===== src/rtl/if_stage.sv =====
// Instruction-fetch stage: owns the PC, addresses the instruction memory and
// registers the fetched word into IF/ID. A misaligned redirect freezes the stage until reset.
module if_stage #(
    parameter int unsigned ADDR_W   = 6,
    parameter logic [31:0] RESET_PC = 32'h0000_0000
) (
    input  logic              clk,
    input  logic              rst_n,
    input  logic              stall,
    input  logic              flush,
    input  logic              branch_taken,
    input  logic [31:0]       branch_target,
    input  logic              jump,
    input  logic [25:0]       jump_index,
    output logic [ADDR_W-1:0] imem_addr,
    input  logic [31:0]       imem_instr,
    output logic [31:0]       pc,
    output logic [31:0]       if_id_instr,
    output logic [31:0]       if_id_pc4,
    output logic              if_id_valid,
    output logic              fault
);

    typedef enum logic [0:0] {StRun, StFault} state_e;

    state_e      state_q, state_d;
    logic [31:0] pc_q, pc_d;
    logic [31:0] if_id_instr_q, if_id_instr_d;
    logic [31:0] if_id_pc4_q, if_id_pc4_d;
    logic        if_id_valid_q, if_id_valid_d;
    logic        fault_q, fault_d;

    logic        redirect;
    logic [31:0] jump_target;
    logic [31:0] redirect_target;
    logic [31:0] pc_plus4;

    assign pc_plus4        = pc_q + 32'd4;
    // Jump region comes from the PC+4 of the J-type instruction now sitting in decode.
    assign jump_target     = {if_id_pc4_q[31:28], jump_index, 2'b00};
    assign redirect        = jump | branch_taken;
    assign redirect_target = jump ? jump_target : branch_target;

    always_comb begin
        state_d       = state_q;
        pc_d          = pc_q;
        if_id_instr_d = if_id_instr_q;
        if_id_pc4_d   = if_id_pc4_q;
        if_id_valid_d = if_id_valid_q;
        fault_d       = fault_q;

        unique case (state_q)
            StRun: begin
                if (redirect && (redirect_target[1:0] != 2'b00)) begin
                    state_d       = StFault;
                    fault_d       = 1'b1;
                    if_id_instr_d = 32'h0;
                    if_id_valid_d = 1'b0;
                end else if (redirect) begin
                    pc_d          = redirect_target;
                    if_id_instr_d = 32'h0;
                    if_id_valid_d = 1'b0;
                end else begin
                    if (!stall) begin
                        pc_d = pc_plus4;
                    end
                    if (flush) begin
                        if_id_instr_d = 32'h0;
                        if_id_valid_d = 1'b0;
                    end else if (!stall) begin
                        if_id_instr_d = imem_instr;
                        if_id_pc4_d   = pc_plus4;
                        if_id_valid_d = 1'b1;
                    end
                end
            end
            StFault: begin
                fault_d       = 1'b1;
                if_id_instr_d = 32'h0;
                if_id_valid_d = 1'b0;
            end
            default: begin
                state_d = StFault;
                fault_d = 1'b1;
            end
        endcase
    end

    always_ff @(posedge clk or negedge rst_n) begin
        if (!rst_n) begin
            state_q       <= StRun;
            pc_q          <= RESET_PC;
            if_id_instr_q <= 32'h0;
            if_id_pc4_q   <= 32'h0;
            if_id_valid_q <= 1'b0;
            fault_q       <= 1'b0;
        end else begin
            state_q       <= state_d;
            pc_q          <= pc_d;
            if_id_instr_q <= if_id_instr_d;
            if_id_pc4_q   <= if_id_pc4_d;
            if_id_valid_q <= if_id_valid_d;
            fault_q       <= fault_d;
        end
    end

    assign imem_addr   = pc_q[ADDR_W+1:2];
    assign pc          = pc_q;
    assign if_id_instr = if_id_instr_q;
    assign if_id_pc4   = if_id_pc4_q;
    assign if_id_valid = if_id_valid_q;
    assign fault       = fault_q;

endmodule


===== config.mk =====
export PLATFORM = sky130hd
export DESIGN_NAME = if_stage
export DESIGN_NICKNAME = d
export VERILOG_FILES = /design/src/rtl/if_stage.sv
export SDC_FILE = /design/constraint.sdc
export NUM_CORES = 1
export LEC_CHECK = 0
export ABC_AREA = 1
export BUFFER_PORTS_ARGS = -buffer_cell sky130_fd_sc_hd__buf_4
export CORE_UTILIZATION = 50
export DETAILED_ROUTE_END_ITERATION = 16
export PLACE_DENSITY = 0.89
export SYNTH_ARGS = -nofsm -noshare
export SYNTH_HDL_FRONTEND = slang
export SYNTH_SLANG_ARGS = --single-unit

===== constraint.sdc =====
create_clock -name clk -period 4.6 [get_ports clk]
set_input_delay 0.92 -clock clk [delete_from_list [all_inputs] [get_ports clk]]
set_output_delay 0.92 -clock clk [all_outputs]
set_load 0.05 [all_outputs]

=== Word-level counts from Yosys, hierarchy flattened ===
Cells that the tools add are included.

* Word-level logic and storage cells: 37
* Register bits: 99
* Output and inout port bits: 104
* Bits of input ports: 96

* Equal/unequal tests: 3
* Bitwise operators: 6
* Reduce and logical (&&, ||, !) cells: 4
* Add/subtract/negate cells: 1
* Mux-type cells: 17

{| class="wikitable"
|+ Operators with widths
! cell !! number
|-
| two-way mux 32 bit || 7
|-
| case mux 32 bit (2 select lines) || 1
|-
| adder 32 x 3 -> 32 bit (second input constant) || 1
|-
| two-way mux 1 bit || 7
|-
| inequality test 5 bit (second input constant) || 1
|-
| inverter 1 bit || 5
|-
| AND reduction 5 bit || 1
|-
| case mux 1 bit (2 select lines) || 2
|-
| AND reduction 3 bit || 1
|-
| inequality test 2 x 1 -> 1 bit (second input constant) || 1
|-
| inequality test 2 bit (second input constant) || 1
|-
| nonzero test 2 bit || 1
|-
| logical AND 1 bit || 1
|-
| OR 1 bit || 1
|}

=== Depth between registers and ports, before layout ===
* Depth in word-level cells: 5
* Depth in mapped cells: 10
* Mapped depth without buffers: 10

=== Worst setup path before layout ===
OpenSTA, ideal clock, no wires.

* Path type: in2reg
* Start: in jump
* End: reg pc_q[15] (netlist: pc[15])
* Library setup time: 0.127 ns
* Arrival: 1.902 ns
* Path slack: 2.571 ns
* Stages on the path: 8
* Path through: buf_6 -> inv_2 -> nand2_1 -> o21bai_2 -> a21oi_1 -> buf_2 -> or2_2 -> a21boi_0

* Cells in the longest elaborated chain, start to end: 5
* Elaborated cells between the ends (all ways): 8
* Classes of those cells: eq/ne (1); mux (2); bitwise (2); reduce/logical (3)

{| class="wikitable"
|+ Ends and longest elaborated chain
! what !! RTL line !! RTL
|-
| from (decl) || 13 || <nowiki>input logic jump,</nowiki>
|-
| two-way mux 32 bit || 42 || <nowiki>assign redirect_target = jump ? jump_target : branch_target;</nowiki>
|-
| nonzero test 2 bit || 54 || <nowiki>if (redirect && (redirect_target[1:0] != 2'b00)) begin</nowiki>
|-
| logical AND 1 bit || 54 ||
|-
| inverter 1 bit (no line) || -- ||
|-
| AND reduction 3 bit (no line) || -- ||
|-
| to (signal assigned) || 99 || <nowiki>pc_q <= pc_d;</nowiki>
|-
| to (decl) || 27 || <nowiki>logic [31:0] pc_q, pc_d;</nowiki>
|}

Parallel ways exist; a longest one is shown, timed or not.
A chain may end at the register's enable or synchronous reset.

=== Worst setup path after layout ===
* Start: in jump
* End: reg if_id_pc4_q[30] (netlist: if_id_pc4[30])

* Cells in the longest elaborated chain, start to end: 5
* Elaborated cells between the ends (all ways): 7
* Classes of those cells: mux (1); bitwise (3); reduce/logical (3)

{| class="wikitable"
|+ Ends and longest elaborated chain
! what !! RTL line !! RTL
|-
| two-way mux 32 bit || 42 ||
|-
| nonzero test 2 bit || 54 ||
|-
| logical AND 1 bit || 54 ||
|-
| inverter 1 bit (no line) || -- ||
|-
| AND reduction 5 bit (no line) * || -- ||
|-
| to (signal assigned) || 101 || <nowiki>if_id_pc4_q <= if_id_pc4_d;</nowiki>
|-
| to (decl) || 29 || <nowiki>logic [31:0] if_id_pc4_q, if_id_pc4_d;</nowiki>
|}

Mark *: on every way between the ends. The rest lies on a longest branch, timed or not.

==> impl_metrics.yaml <==
run_status:
  status: "finished, final reports clean"
clocking:
  clockBufferDepth: 2
  htreeDepth: 3
  clock_latency_ps: 370
  post_cts_resized: 0
  cts_setup_buffers: 0
  clk_pin_slew_ps: 100
  ctsHoldBuffers: 0
  cts-root-buf: "clkbuf_8"
  cts_made_buffers: 9
  cts_sinks: 99
  cts_tree: "built"
power_and_ir_drop:
  power_w: 0.00324
  vdd_drop_max_v: 0.000317
  leakage_nw: 3.83
  p_per_area_mw_per_mm2: 470
timing:
  slew_headroom_pct: 32.9
  worst_pin_slew_ps: 1010
  fin_crit_ps: 3080
  maxSlewViolCount: 0
  hold_violations: 0
  holdWs_ps: 489
  grt_setup_unrepaired: "no"
  fmax_mhz: 325
  setup-violations-final: 0
  layout_setup_ws_ps: 1520
  tns_ps: 0
  period_share_pct: 66.9
  clock_skew_ps: 9.04
synth:
  yosys_register_bits: 99
  syn_avg_cell_area_um2: 7.65
  synthAdderAreaFrac_pct: 0.239
  muxShareOfSynthArea_pct: 0
  synth_top_family_by_area: "simple AND/OR/NAND/NOR gates"
  syn_inst: 684
  synth.distinct_cells: 33
  synth.cell_area_mm2: 0.00523
  synth_simple_gate_area_share_pct: 32.9
  syn_nets: 781
  yosysSeqAreaShare_pct: 47.3
  synth_compound_area_share_pct: 9.54
  synth_xor_area_share_pct: 2.51
  ys_warn_count: 0
floorplan:
  io_pins: 200
  fp.dieH_um: 104
  coreArea_mm2: 0.00995
  start_util_pct: 52.6
  fp.dieArea_mm2: 0.0109
  std_cell_rows: 36
  dieWidth_um: 104
placement:
  dp_slack_ps: 1100
  place_hpwl_um: 10300
  gp_congestion: 0.883
  io_buffers: 199
finish:
  fillers: 834
  antennaDiodeCount: 0
  syn_to_final_growth_pct: 31.5
  layout.nets: 957
  drive_gt1_share_pct: 27.7
global_routing:
  gr-total-overflow: 0
  grt_pass1_vias: 4838
  grt_max_degree: 77
  grt_usage_pct: 27.2
  grt_pass1_wl_um: 23500
  antenna_found_initial: 0
setup_path:
  critPathArrivalTime_ps: 3340
  cp.required_ps: 4860
  critical_path_peak_fanout: 63
  crit_type: "in -> reg"
  endpoint_kind: "flop"
  startpoint_type: "primary input"
detailed_routing:
  vias_per_cell: 5.12
  drtIter0Drc: 237
  first_pass_iters: 5
  route.detailed.drc: 0
  vias: 5112
  wirelength_um: 14300
  routedWlPerCell_um: 14.4
  ant_nets: 0
worst_hold_path:
  hp-class: "reg -> reg"
flow_run:
  max_cap_violations: 0
layer usage:
metal,share of wire [%],routed length [um],GRT usage [%]
met3,8.1,1160,6.08
met2,47,6700,43.4
met4,2.9,417,12.2
met1,42,6060,35.2
met5,0,0,0
flip-flops by register name, indices dropped and copies added (netlist names):
signal       cells
if_id_valid      1
state_q          1
if_id_pc4       32
pc              32
if_id_instr     32
fault            1
cell usage after synthesis:
| cell | instances | area share (%) |
|---|---|---|
| nand2_1 | 280 | 20 |
| nand2_4 | 1 | 0.22 |
| inv_1 | 42 | 3.0 |
| a221oi_1 | 1 | 0.17 |
| or2_2 | 8 | 0.96 |
| a21boi_1 | 4 | 0.57 |
| a22o_1 | 18 | 3.0 |
| nor2_4 | 3 | 0.65 |
| inv_2 | 1 | 0.072 |
| clkbuf_1 | 10 | 0.72 |
| xnor2_1 | 2 | 0.33 |
| buf_6 | 1 | 0.22 |
| nor2_1 | 57 | 4.1 |
| xor2_1 | 13 | 2.2 |
| o21ai_1 | 3 | 0.29 |
| nor2_2 | 2 | 0.24 |
| and2_1 | 2 | 0.24 |
| dfrtp_1 | 99 | 47 |
| o21ai_2 | 1 | 0.17 |
| o211ai_1 | 1 | 0.14 |
| clkinv_2 | 1 | 0.096 |
| buf_4 | 15 | 2.2 |
| o21bai_2 | 1 | 0.22 |
| o21a_1 | 4 | 0.57 |
| ha_1 | 1 | 0.24 |
| a22oi_1 | 7 | 1.0 |
| nand3_1 | 61 | 5.8 |
| a21boi_0 | 13 | 1.9 |
| a21oi_1 | 5 | 0.48 |
| nor3_4 | 1 | 0.31 |
| o21ai_0 | 11 | 1.1 |
| buf_2 | 13 | 1.2 |
| nand2_2 | 2 | 0.24 |
report_power, final:
group          internal [W]  switching (W)  total, W
combinational      0.000477        0.00102   0.00150
sequential          0.00101       0.000195   0.00121
clock              0.000203       0.000324  0.000526
worst max-delay path, stage by stage:
cell      delay [ps]
buf_4            290
inv_2            100
nand2_2          160
nor3_4            40
buf_4            240
nand2_4          340
clkinv_2         770
o21ai_0          450
final timing paths:
check	from	endpoint	slack [ps]	cells past startpoint
worst min-delay path	if_id_valid	if_id_valid	490	1
worst min register to register	if_id_valid	if_id_valid	490	1
worst max-delay path	jump	if_id_pc4[30]	1520	8
max in group asynchronous	rst_n	if_id_pc4[14]	3000	2
min in group asynchronous	rst_n	if_id_pc4[10]	680	1
worst max register to register	state_q	if_id_pc4[30]	2250	5
through the flow:
stage | utilization (%) | instance area [um^2] | std cells
detailed placement | 67.3 | 6700 | 982
finish | 69.1 | 6880 | 998
CTS | 69.1 | 6880 | 998
global placement | 67.3 | 6700 | 982
global route | 69.1 | 6880 | 998
floorplan | - | 5230 | 684
cell type report:
| class | instances | area, um^2 | share of cell area, % |
|---|---|---|---|
| sequential | 99 | 2480 | 36.0 |
| inverter | 44 | 166 | 2.42 |
| timing repair buffer | 204 | 1530 | 22.3 |
| multi-input combinational | 502 | 2360 | 34.3 |
| tap | 133 | 166 | 2.42 |
| clock inverter | 6 | 51.3 | 0.745 |
| clock buffer | 10 | 128 | 1.85 |
placed cells by master (no fill, tap or decap), types with 11 or more instances in the layout:
master and n:
a21boi_0 13, a22o_1 18, buf_4 204, dfrtp_1 99, inv_1 42, nand2_1 280
nand3_1 61, nor2_1 57, o21ai_0 11, xor2_1 13
cell families after synthesis:
group           after synthesis
fa+ha+maj                     1
xor+xnor                     15
compound gates               69
flops                        99
buf+inv                      83
simple gates                417
(Power assumes the default switching activity.)
